## src/rtl/internet_pkg.sv

```systemverilog
// internet_pkg
//   Shared types and constants for the internet link scheduler.
//   - state_e     : scheduler FSM state (IDLE / GRANT / GUARD)
//   - DST_*       : destination indices, also the internet_demux Sel encoding
//   - onehot4()   : destination index -> one-hot grant vector
package internet_pkg;

  typedef enum logic [1:0] {
    IDLE  = 2'd0,
    GRANT = 2'd1,
    GUARD = 2'd2
  } state_e;

  localparam logic [1:0] DST_LIB    = 2'd0;
  localparam logic [1:0] DST_FD     = 2'd1;
  localparam logic [1:0] DST_SCHOOL = 2'd2;
  localparam logic [1:0] DST_RIBS   = 2'd3;

  function automatic logic [3:0] onehot4(input logic [1:0] idx);
    logic [3:0] oh;
    case (idx)
      2'd0:    oh = 4'b0001;
      2'd1:    oh = 4'b0010;
      2'd2:    oh = 4'b0100;
      2'd3:    oh = 4'b1000;
      default: oh = 4'b0000;
    endcase
    return oh;
  endfunction

endpackage

```

## src/rtl/rr_arbiter4.sv

```systemverilog
// rr_arbiter4
//   Combinational 4-way round-robin arbiter.
//   Ports:
//     req_i    [3:0]  request vector
//     ptr_i    [1:0]  index of the most recent winner (lowest priority)
//     valid_o         at least one request is set
//     winner_o [1:0]  first set request after ptr_i, modulo 4
module rr_arbiter4
  import internet_pkg::*;
(
  input  logic [3:0] req_i,
  input  logic [1:0] ptr_i,
  output logic       valid_o,
  output logic [1:0] winner_o
);

  logic       valid_s;
  logic [1:0] winner_s;
  logic [1:0] idx_s;

  // Priority search: scan offsets 4..1 so the nearest offset after ptr_i is
  // written last and therefore wins. Offset 4 is ptr_i itself (lowest priority).
  always_comb begin
    valid_s  = 1'b0;
    winner_s = ptr_i;
    idx_s    = ptr_i;
    for (int i = 4; i >= 1; i--) begin
      idx_s    = ptr_i + 2'(i);
      valid_s  = valid_s | req_i[idx_s];
      winner_s = req_i[idx_s] ? idx_s : winner_s;
    end
  end

  assign valid_o  = valid_s;
  assign winner_o = winner_s;

endmodule

```

## src/rtl/internet_scheduler.sv

```systemverilog
// internet_scheduler
//   Time-shares the 4-bit internet link among Lib, FD, School and Ribs.
//   Round-robin arbitration, bounded slots of SLOT_CYCLES, one-cycle guard
//   gap between slots. All outputs are registered (Moore).
//   Ports:
//     clk        system clock
//     reset      synchronous, active-high
//     req  [3:0] per-destination request ([0]=Lib [1]=FD [2]=School [3]=Ribs)
//     Enable     internet_demux Enable, high only while granting
//     Sel  [1:0] internet_demux Sel, current / last grantee
//     grant[3:0] one-hot current grantee, zero outside a slot
//     slot_left  cycles remaining in current slot, zero outside a slot
module internet_scheduler
  import internet_pkg::*;
#(
  parameter int SLOT_CYCLES = 8,
  localparam int CNT_W      = $clog2(SLOT_CYCLES + 1)
) (
  input  logic             clk,
  input  logic             reset,
  input  logic [3:0]       req,
  output logic             Enable,
  output logic [1:0]       Sel,
  output logic [3:0]       grant,
  output logic [CNT_W-1:0] slot_left
);

  state_e           state_q;
  logic [1:0]       ptr_q;
  logic [1:0]       sel_q;
  logic             enable_q;
  logic [3:0]       grant_q;
  logic [CNT_W-1:0] slot_left_q;

  logic             arb_valid_s;
  logic [1:0]       arb_winner_s;

  rr_arbiter4 u_arb (
    .req_i    (req),
    .ptr_i    (ptr_q),
    .valid_o  (arb_valid_s),
    .winner_o (arb_winner_s)
  );

  // Scheduler FSM: state, RR pointer, slot counter and registered demux controls.
  always_ff @(posedge clk) begin
    if (reset) begin
      state_q     <= IDLE;
      ptr_q       <= DST_RIBS;  // Lib is first after Ribs
      sel_q       <= DST_LIB;
      enable_q    <= 1'b0;
      grant_q     <= 4'b0000;
      slot_left_q <= '0;
    end else begin
      case (state_q)
        IDLE, GUARD: begin
          if (arb_valid_s) begin
            state_q     <= GRANT;
            ptr_q       <= arb_winner_s;
            sel_q       <= arb_winner_s;  // Sel only moves here, with Enable low
            enable_q    <= 1'b1;
            grant_q     <= onehot4(arb_winner_s);
            slot_left_q <= CNT_W'(SLOT_CYCLES);
          end else begin
            state_q     <= IDLE;
            enable_q    <= 1'b0;
            grant_q     <= 4'b0000;
            slot_left_q <= '0;
          end
        end
        GRANT: begin
          // Expiry and early release share one exit, so a coincident pair
          // cannot produce two transitions. Exit at 1 keeps the counter from
          // ever wrapping.
          if ((slot_left_q == CNT_W'(1)) || !req[sel_q]) begin
            state_q     <= GUARD;
            enable_q    <= 1'b0;
            grant_q     <= 4'b0000;
            slot_left_q <= '0;
          end else begin
            state_q     <= GRANT;
            slot_left_q <= slot_left_q - CNT_W'(1);
          end
        end
        default: begin
          state_q     <= IDLE;
          enable_q    <= 1'b0;
          grant_q     <= 4'b0000;
          slot_left_q <= '0;
        end
      endcase
    end
  end

  assign Enable    = enable_q;
  assign Sel       = sel_q;
  assign grant     = grant_q;
  assign slot_left = slot_left_q;

endmodule

```

## config.mk

```make
export PLATFORM = sky130hd
export DESIGN_NAME = internet_scheduler
export DESIGN_NICKNAME = d
export VERILOG_FILES = /design/src/rtl/internet_pkg.sv /design/src/rtl/rr_arbiter4.sv /design/src/rtl/internet_scheduler.sv
export SDC_FILE = /design/constraint.sdc
export NUM_CORES = 1
export LEC_CHECK = 0
export BUFFER_PORTS_ARGS = -buffer_cell sky130_fd_sc_hd__buf_2
export CAP_MARGIN = 25
export CELL_PAD_IN_SITES_DETAIL_PLACEMENT = 0
export CELL_PAD_IN_SITES_GLOBAL_PLACEMENT = 1
export CORE_MARGIN = 1
export CORE_UTILIZATION = 36
export DETAILED_ROUTE_END_ITERATION = 8
export PLACE_DENSITY_LB_ADDON = 0.2
export SETUP_SLACK_MARGIN = 0.02
export SYNTH_ARGS = -nofsm -noshare
export SYNTH_HDL_FRONTEND = slang
export SYNTH_HIERARCHICAL = 1
export SYNTH_SLANG_ARGS = --single-unit
```

## constraint.sdc

```tcl
create_clock -name clk -period 1.5 [get_ports clk]
set_input_delay 0 -clock clk [delete_from_list [all_inputs] [get_ports clk]]
set_output_delay 0 -clock clk [all_outputs]
set_load 0.01 [all_outputs]
```

==> key figures, run 1 <==
Power
  • Sw Share: 30.9%
  • PwrDens: 1210 nW/um^2
  • Psw: 0.000300 W
  • Comb pwr share: 25.7%
  • Total chip power: 0.000972 W
  • Reg power frac: 50.9%
  • Int Pwr: 0.000672 W
  • Clock power share: 23.3%
  • LEAKAGE: 0.389 nW
  • Peak supply drop: 0.584 mV

STA
  • Final Skew: 10.1 ps
  • Slew HR: 75.5%
  • Final Cycle Share: 94.8%
  • Worst slew pin tran: 365 ps
  • Setup TNS: 0 ps
  • RSZ-0062 raised after global routing: no
  • Final Hold Viols: 0
  • Tmin final: 1420 ps
  • Max Slew Vio Count: 0
  • Fmax: 703 MHz
  • Setup violators final: 0

Logic synthesis
  • Library cells used by synthesis: 25
  • Post-synthesis area per instance: 9.37 um^2
  • Yosys reg bits: 15
  • Synth Cell Area: 647 um^2
  • Seq/Total Area, Yosys: 46.4%
  • Synthesized net count: 77
  • Synth Instances: 69
  • Yosys warns: 6

Clock network
  • Post-CTS setup buffer count: 0
  • Max H-tree Level: 1
  • CTS Buf Count: 3
  • Worst-path clk slew: 90 ps
  • CTS Root Cell: clkbuf_4
  • TritonCTS clock tree: done
  • Clock Sinks: 15
  • Clk buf depth: 2
  • Worst skew pair latency: 280 ps

Floorplanning
  • Initial core utilization: 40.6%
  • CORE AREA: 1590 um^2
  • I/O pin count: 17
  • Die height: 44.4 um
  • Total die area: 1970 um^2
  • Die Wd: 44.4 um
  • Rows: 14

Critical path
  • Worst endpoint required time: 1690 ps
  • Crit Path Category: reg2reg
  • CP arrival: 1610 ps
  • Crit. End Element: flop
  • Crit path max fanout: 5
  • Critical Path Source Type: flop

Route
  • Wire per inst: 10.6 um
  • Post-Route WL: 1.22 mm
  • ANT nets after route: 0
  • Via count: 531
  • Post-DR vias/cell: 4.62
  • Initial DRC Count: 3
  • DRC viols: 0
  • DR pass1 iterations: 3

Placement
  • HPWL Detailed: 945 um
  • Routability Congestion: 0.737
  • Port Buffers: 16

Layout
  • Register area: 300 um^2
  • Area Overhead vs Synth: 24.0%
  • Fin util: 50.3%
  • Fillers: 154
  • Antenna Cells: 0
  • Layout cells sized above 1: 29.7%
  • Nets: 100
  • Multi-input gate area: 335 um^2

GRT
  • Grt total ovfl: 0
  • GR Util All Layers: 14.1%
  • Initial antenna violation count: 0
  • First-pass GRT wire length: 1.95 mm
  • Number of global-route vias before repair: 456
  • Largest net degree at the start of global routing: 10

Flow run
  • MaxCap Viol Count: 0

Worst hold path
  • HP Class: in2reg

Outcome
  • Status: complete, no violations
final timing paths:
path,startpoint,endpoint,slack [ps],cells past startpoint
setup / recovery,Sel[0],grant[1],80,3
hold / removal,req[2],state_q[1],200,3
setup reg to reg,Sel[0],grant[1],80,3
hold reg to reg,Enable,Enable,460,1
timing repair:
action / in CTS / in global routing
hold endpoints to repair: 2 / 0
hold buffers: 1 / 0
endpoints found under the setup margin: 0 / 0
resized for setup: 0 / 0
synthesized netlist by cell type, drive strengths merged:
cell type  number  area [um^2]
a221o           1         10.0
or3b            2         20.0
dfxtp          15          300
nor2b           2         20.0
xnor2           2         17.5
nand2b          3         18.8
mux4            1         22.5
a21o            3         22.5
a32o            1         11.3
a22o            2         17.5
inv             3         11.3
a21boi          1         7.51
nand3           1         5.00
nand2           8         30.0
and3            1         11.3
nor2            9         33.8
ha              2         25.0
o21ai           4         20.0
nor3            2         10.0
a21oi           5         25.0
nor3b           1         7.51
through the flow:
step	instances	setup WS (ps)	hold WS (ps)	cell area (um^2)
global route	115	22.0	191	802
detailed placement	110	69.8	264	764
CTS	115	64.1	187	802
floorplan	69	39.6	69.1	647
global placement	110	79.4	257	764
finish	115	78.0	200	802
critical path, stage by stage, from the launching register on:
cell,delay (ps)
dfxtp_1,390
mux4_2,540
and3_4,190
a22o_1,220
registers in the layout, summed over array words and instances, names as in the netlist:
signal     flops
grant          4
state_q        2
Sel            2
Enable         1
slot_left      4
ptr_q          2
cell usage in the layout, fill, tap and decap left out, drive strengths merged, types with 2 or more instances in the layout:
cell and n:
a21o 3, a21oi 5, a22o 2, buf 17, clkbuf 3, dfxtp 15
ha 2, inv 3, nand2 8, nand2b 3, nor2 9, nor2b 2
nor3 2, o21ai 4, or3b 2, xnor2 2
area by class of cell:
class	instances	share of cell area (%)
multi-input combinational	51	41.8
sequential	15	37.4
timing repair buffer	18	12.2
tap	24	3.74
clock buffer	3	2.81
inverter	3	1.40
clock inverter	1	0.624
logic make-up (layout without fill, tap and decap cells):
family,Yosys count,count (layout),synth area share (%)
XOR/XNOR,2,2,2.71
AND/OR/NAND/NOR,29,29,24.2
adder cells (fa/ha/maj),2,2,3.87
buffers and inverters,3,25,1.74
flip-flops,15,15,46.4
AO/OA/AOI/OAI,17,17,17.6
multiplexers,1,1,3.48
power by group through the flow:
stage	Clock [W]	Combinational, W	Sequential [W]
2_1_floorplan	0	0.000150	0.000518
5_1_grt	0.000261	0.000276	0.000505
3_5_place_dp	0	0.000248	0.000506
4_1_cts	0.000237	0.000251	0.000496
3_3_place_gp	0	0.000247	0.000504
6_report	0.000227	0.000250	0.000495
layer usage:
| metal | wire length, um | vias up | GRT usage, % |
|---|---|---|---|
| met3 | 50 | 2 | 6.12 |
| met2 | 562 | 12 | 21.2 |
| met5 | 0 | - | 0 |
| met4 | 10 | 0 | 5.45 |
| li1 | - | 285 | - |
| met1 | 598 | 232 | 17.8 |
(Power assumes the default switching activity.)
==> run 2, diff against run 1 <==
--- a/config.mk
+++ b/config.mk
@@ -10,11 +10,10 @@
 export CELL_PAD_IN_SITES_DETAIL_PLACEMENT = 0
 export CELL_PAD_IN_SITES_GLOBAL_PLACEMENT = 1
 export CORE_MARGIN = 1
-export CORE_UTILIZATION = 36
+export CORE_UTILIZATION = 38
 export DETAILED_ROUTE_END_ITERATION = 8
 export PLACE_DENSITY_LB_ADDON = 0.2
 export SETUP_SLACK_MARGIN = 0.02
 export SYNTH_ARGS = -nofsm -noshare
 export SYNTH_HDL_FRONTEND = slang
-export SYNTH_HIERARCHICAL = 1
 export SYNTH_SLANG_ARGS = --single-unit
==> key figures, run 2 <==
Layout
  • Nets: 101 (+1.0%)
  • Register area: 303 um^2 (+0.83%)
  • Final instance area: 851 um^2 (+6.1%)
  • Fillers: 184 (+19%)
  • Layout cells sized above 1: 32.6% (+2.9 points)
  • Most common cell after layout, fill and taps aside: buf_2
  • Fin util: 49.3% (-1.0 points)
  • Most frequent cells in the layout: buf_2 (16), dfxtp_1 (13), inv_1 (7), nor2_1 (7), nand2_1 (5)
  • Multi-input gate area: 377 um^2 (+12%)
  • Antenna Cells: 0 (unchanged)
  • Area Overhead vs Synth: 21.0%

STA
  • Final Skew: 6.94 ps (-3.11 ps)
  • Max Slew Vio Count: 0 (unchanged)
  • Final Cycle Share: 93.9% (-0.88 points)
  • Setup TNS: 0 ps (unchanged)
  • Final Hold Viols: 0 (unchanged)
  • Tmin final: 1410 ps (-13.3 ps)
  • Final WS setup: 91.2 ps (+13.3 ps)
  • Worst slew pin tran: 442 ps (+76.9 ps)
  • Slew HR: 70.4% (-5.1 points)
  • Hold WS: 15.4 ps (-185 ps)
  • Fmax: 710 MHz (+0.94%)
  • RSZ-0062 raised after global routing: yes
  • Setup violators final: 0 (unchanged)

Logic synthesis
  • Synthesized net count: 80 (+3.9%)
  • Share of the synthesized area in the top cell type: 42.7% (-3.7 points)
  • Dominant cell type by area after synthesis: dfxtp_1
  • Yosys reg bits: 15 (unchanged)
  • Synth Cell Area: 703 um^2 (+8.7%)
  • Library cells used by synthesis: 32 (+28%)
  • Synth area leaders: dfxtp_1 (43%), o41ai_4 (3.9%), inv_1 (3.7%)
  • Commonest cells in the netlist: dfxtp_1 (15), inv_1 (7), nor2_1 (7)
  • Synth Instances: 72 (+4.3%)
  • Primary FF master, synth: dfxtp_1
  • Seq/Total Area, Yosys: 42.7% (-3.7 points)
  • FFs w/ async S/R, synth: 0% (unchanged)
  • Post-synthesis area per instance: 9.77 um^2 (+4.2%)
  • Most frequent cell after synthesis: dfxtp_1
  • Post-synth EDFFs: 0 (unchanged)
  • Yosys warns: 0 (-6)

Floorplanning
  • Total die area: 2030 um^2 (+2.8%)
  • Initial core utilization: 40.7% (+0.14 points)
  • Die height: 45.0 um (+1.4%)
  • I/O pin count: 17 (unchanged)
  • Rows: 15 (+1)
  • CORE AREA: 1730 um^2 (+8.3%)
  • Die Wd: 45.0 um (+1.4%)

Route
  • DR pass1 iterations: 4 (+1)
  • DRC viols: 0 (unchanged)
  • Wire per inst: 11.9 um (+12%)
  • ANT nets after route: 0 (unchanged)
  • Initial DRC Count: 8 (+5)
  • Post-Route WL: 1.39 mm (+14%)
  • Via count: 580 (+9.2%)
  • Post-DR vias/cell: 4.96 (+7.4%)

Clock network
  • Post-CTS Hold Buffers: 0 (-1)
  • CTS Buf Count: 3 (unchanged)
  • Max H-tree Level: 1 (unchanged)
  • Clk buf depth: 2 (unchanged)
  • Clock Sinks: 15 (unchanged)
  • CTS Root Cell: clkbuf_4
  • Worst skew pair latency: 280 ps (about the same)
  • TritonCTS clock tree: done
  • Worst-path clk slew: 90 ps (about the same)

GRT
  • GR Util met1: 22.6% (+4.8 points)
  • Grt met3 use: 3.60% (-2.5 points)
  • Met2 Use GR: 22.0% (+0.85 points)
  • Busiest grt layer: met1
  • Initial antenna violation count: 0 (unchanged)
  • Grt total ovfl: 0 (unchanged)
  • First-pass GRT wire length: 2.28 mm (+17%)
  • GR Util All Layers: 15.9% (+1.9 points)
  • Largest net degree at the start of global routing: 11 (+1)
  • Number of global-route vias before repair: 522 (+14%)

Placement
  • HPWL Detailed: 1.08 mm (+14%)
  • Port Buffers: 16 (unchanged)
  • Placed Area: 811 um^2 (+6.1%)
  • Routability Congestion: 0.738 (+0.14%)
  • Pre-CTS setup slack: 51.2 ps (-18.5 ps)

Critical path
  • Crit. End Element: flop
  • Crit Path Category: reg2reg
  • Crit path max fanout: 6 (+1)
  • Worst endpoint required time: 1660 ps (-30 ps)
  • Critical Path Source Type: flop
  • CP arrival: 1570 ps (-40 ps)

Power
  • LEAKAGE: 0.379 nW (-2.6%)
  • PwrDens: 1240 nW/um^2 (+2.6%)
  • Peak supply drop: 0.634 mV (+8.5%)

Outcome
  • Status: complete, no violations

Worst hold path
  • HP Class: in2reg

Flow run
  • MaxCap Viol Count: 0 (unchanged)
-- run 2: final timing paths --
check	startpoint	to	slack (ps)	cells past startpoint
max	Sel[0]	grant[2]	90	4
min	reset	Sel[1]	20	2
max reg2reg	Sel[0]	grant[2]	90	4
min reg2reg	Enable	Enable	470	1
-- run 2: layout make-up --
type | count | share of cell area [%]
inverters | 7 | 3.09
repair buffers | 17 | 10.3
clock buffers | 4 | 3.09
multi-input cells | 49 | 44.3
well taps | 25 | 3.68
flip-flops and latches | 15 | 35.6
-- run 2: metal layers --
metal | share of wire (%) | wire length (um)
met1 | 52 | 715
met2 | 44 | 605
met3 | 3.7 | 51
met4 | 1.1 | 15
met5 | 0 | 0
-- run 2: timing repair --
item / in CTS / in global routing
hold endpoints to repair: 0 / 0
setup endpoints to repair: 0 / 7
resized for setup: 0 / 4
buffers inserted: 0 / 0
-- run 2: logic make-up after synthesis --
logic type | count (synthesis) | share of synthesized area (%)
simple gates | 23 | 17.3
compound gates | 19 | 22.4
flops | 15 | 42.7
buf+inv | 8 | 5.34
mux | 3 | 6.23
xor+xnor | 2 | 2.49
fa+ha+maj | 2 | 3.56
-- run 2: worst max-delay path, cell delays in order (launching register included) --
cell	delay (ps)
dfxtp_2	360
mux4_2	540
o21a_1	170
nand3_4	120
o32ai_1	90
-- run 2: power breakdown --
part           internal [W]  switching, W  leakage [nW]
logic              0.000151      0.000165         0.240
clock network      0.000103      0.000128        0.0150
registers          0.000458     0.0000524         0.124
-- run 2: through the flow --
stage	total power, W	cells
final	0.00106	117
after global routing	0.00112	117
after CTS	0.00105	117
after detailed placement	0.000825	113
after global placement	0.000818	113
after floorplan	0.000723	72
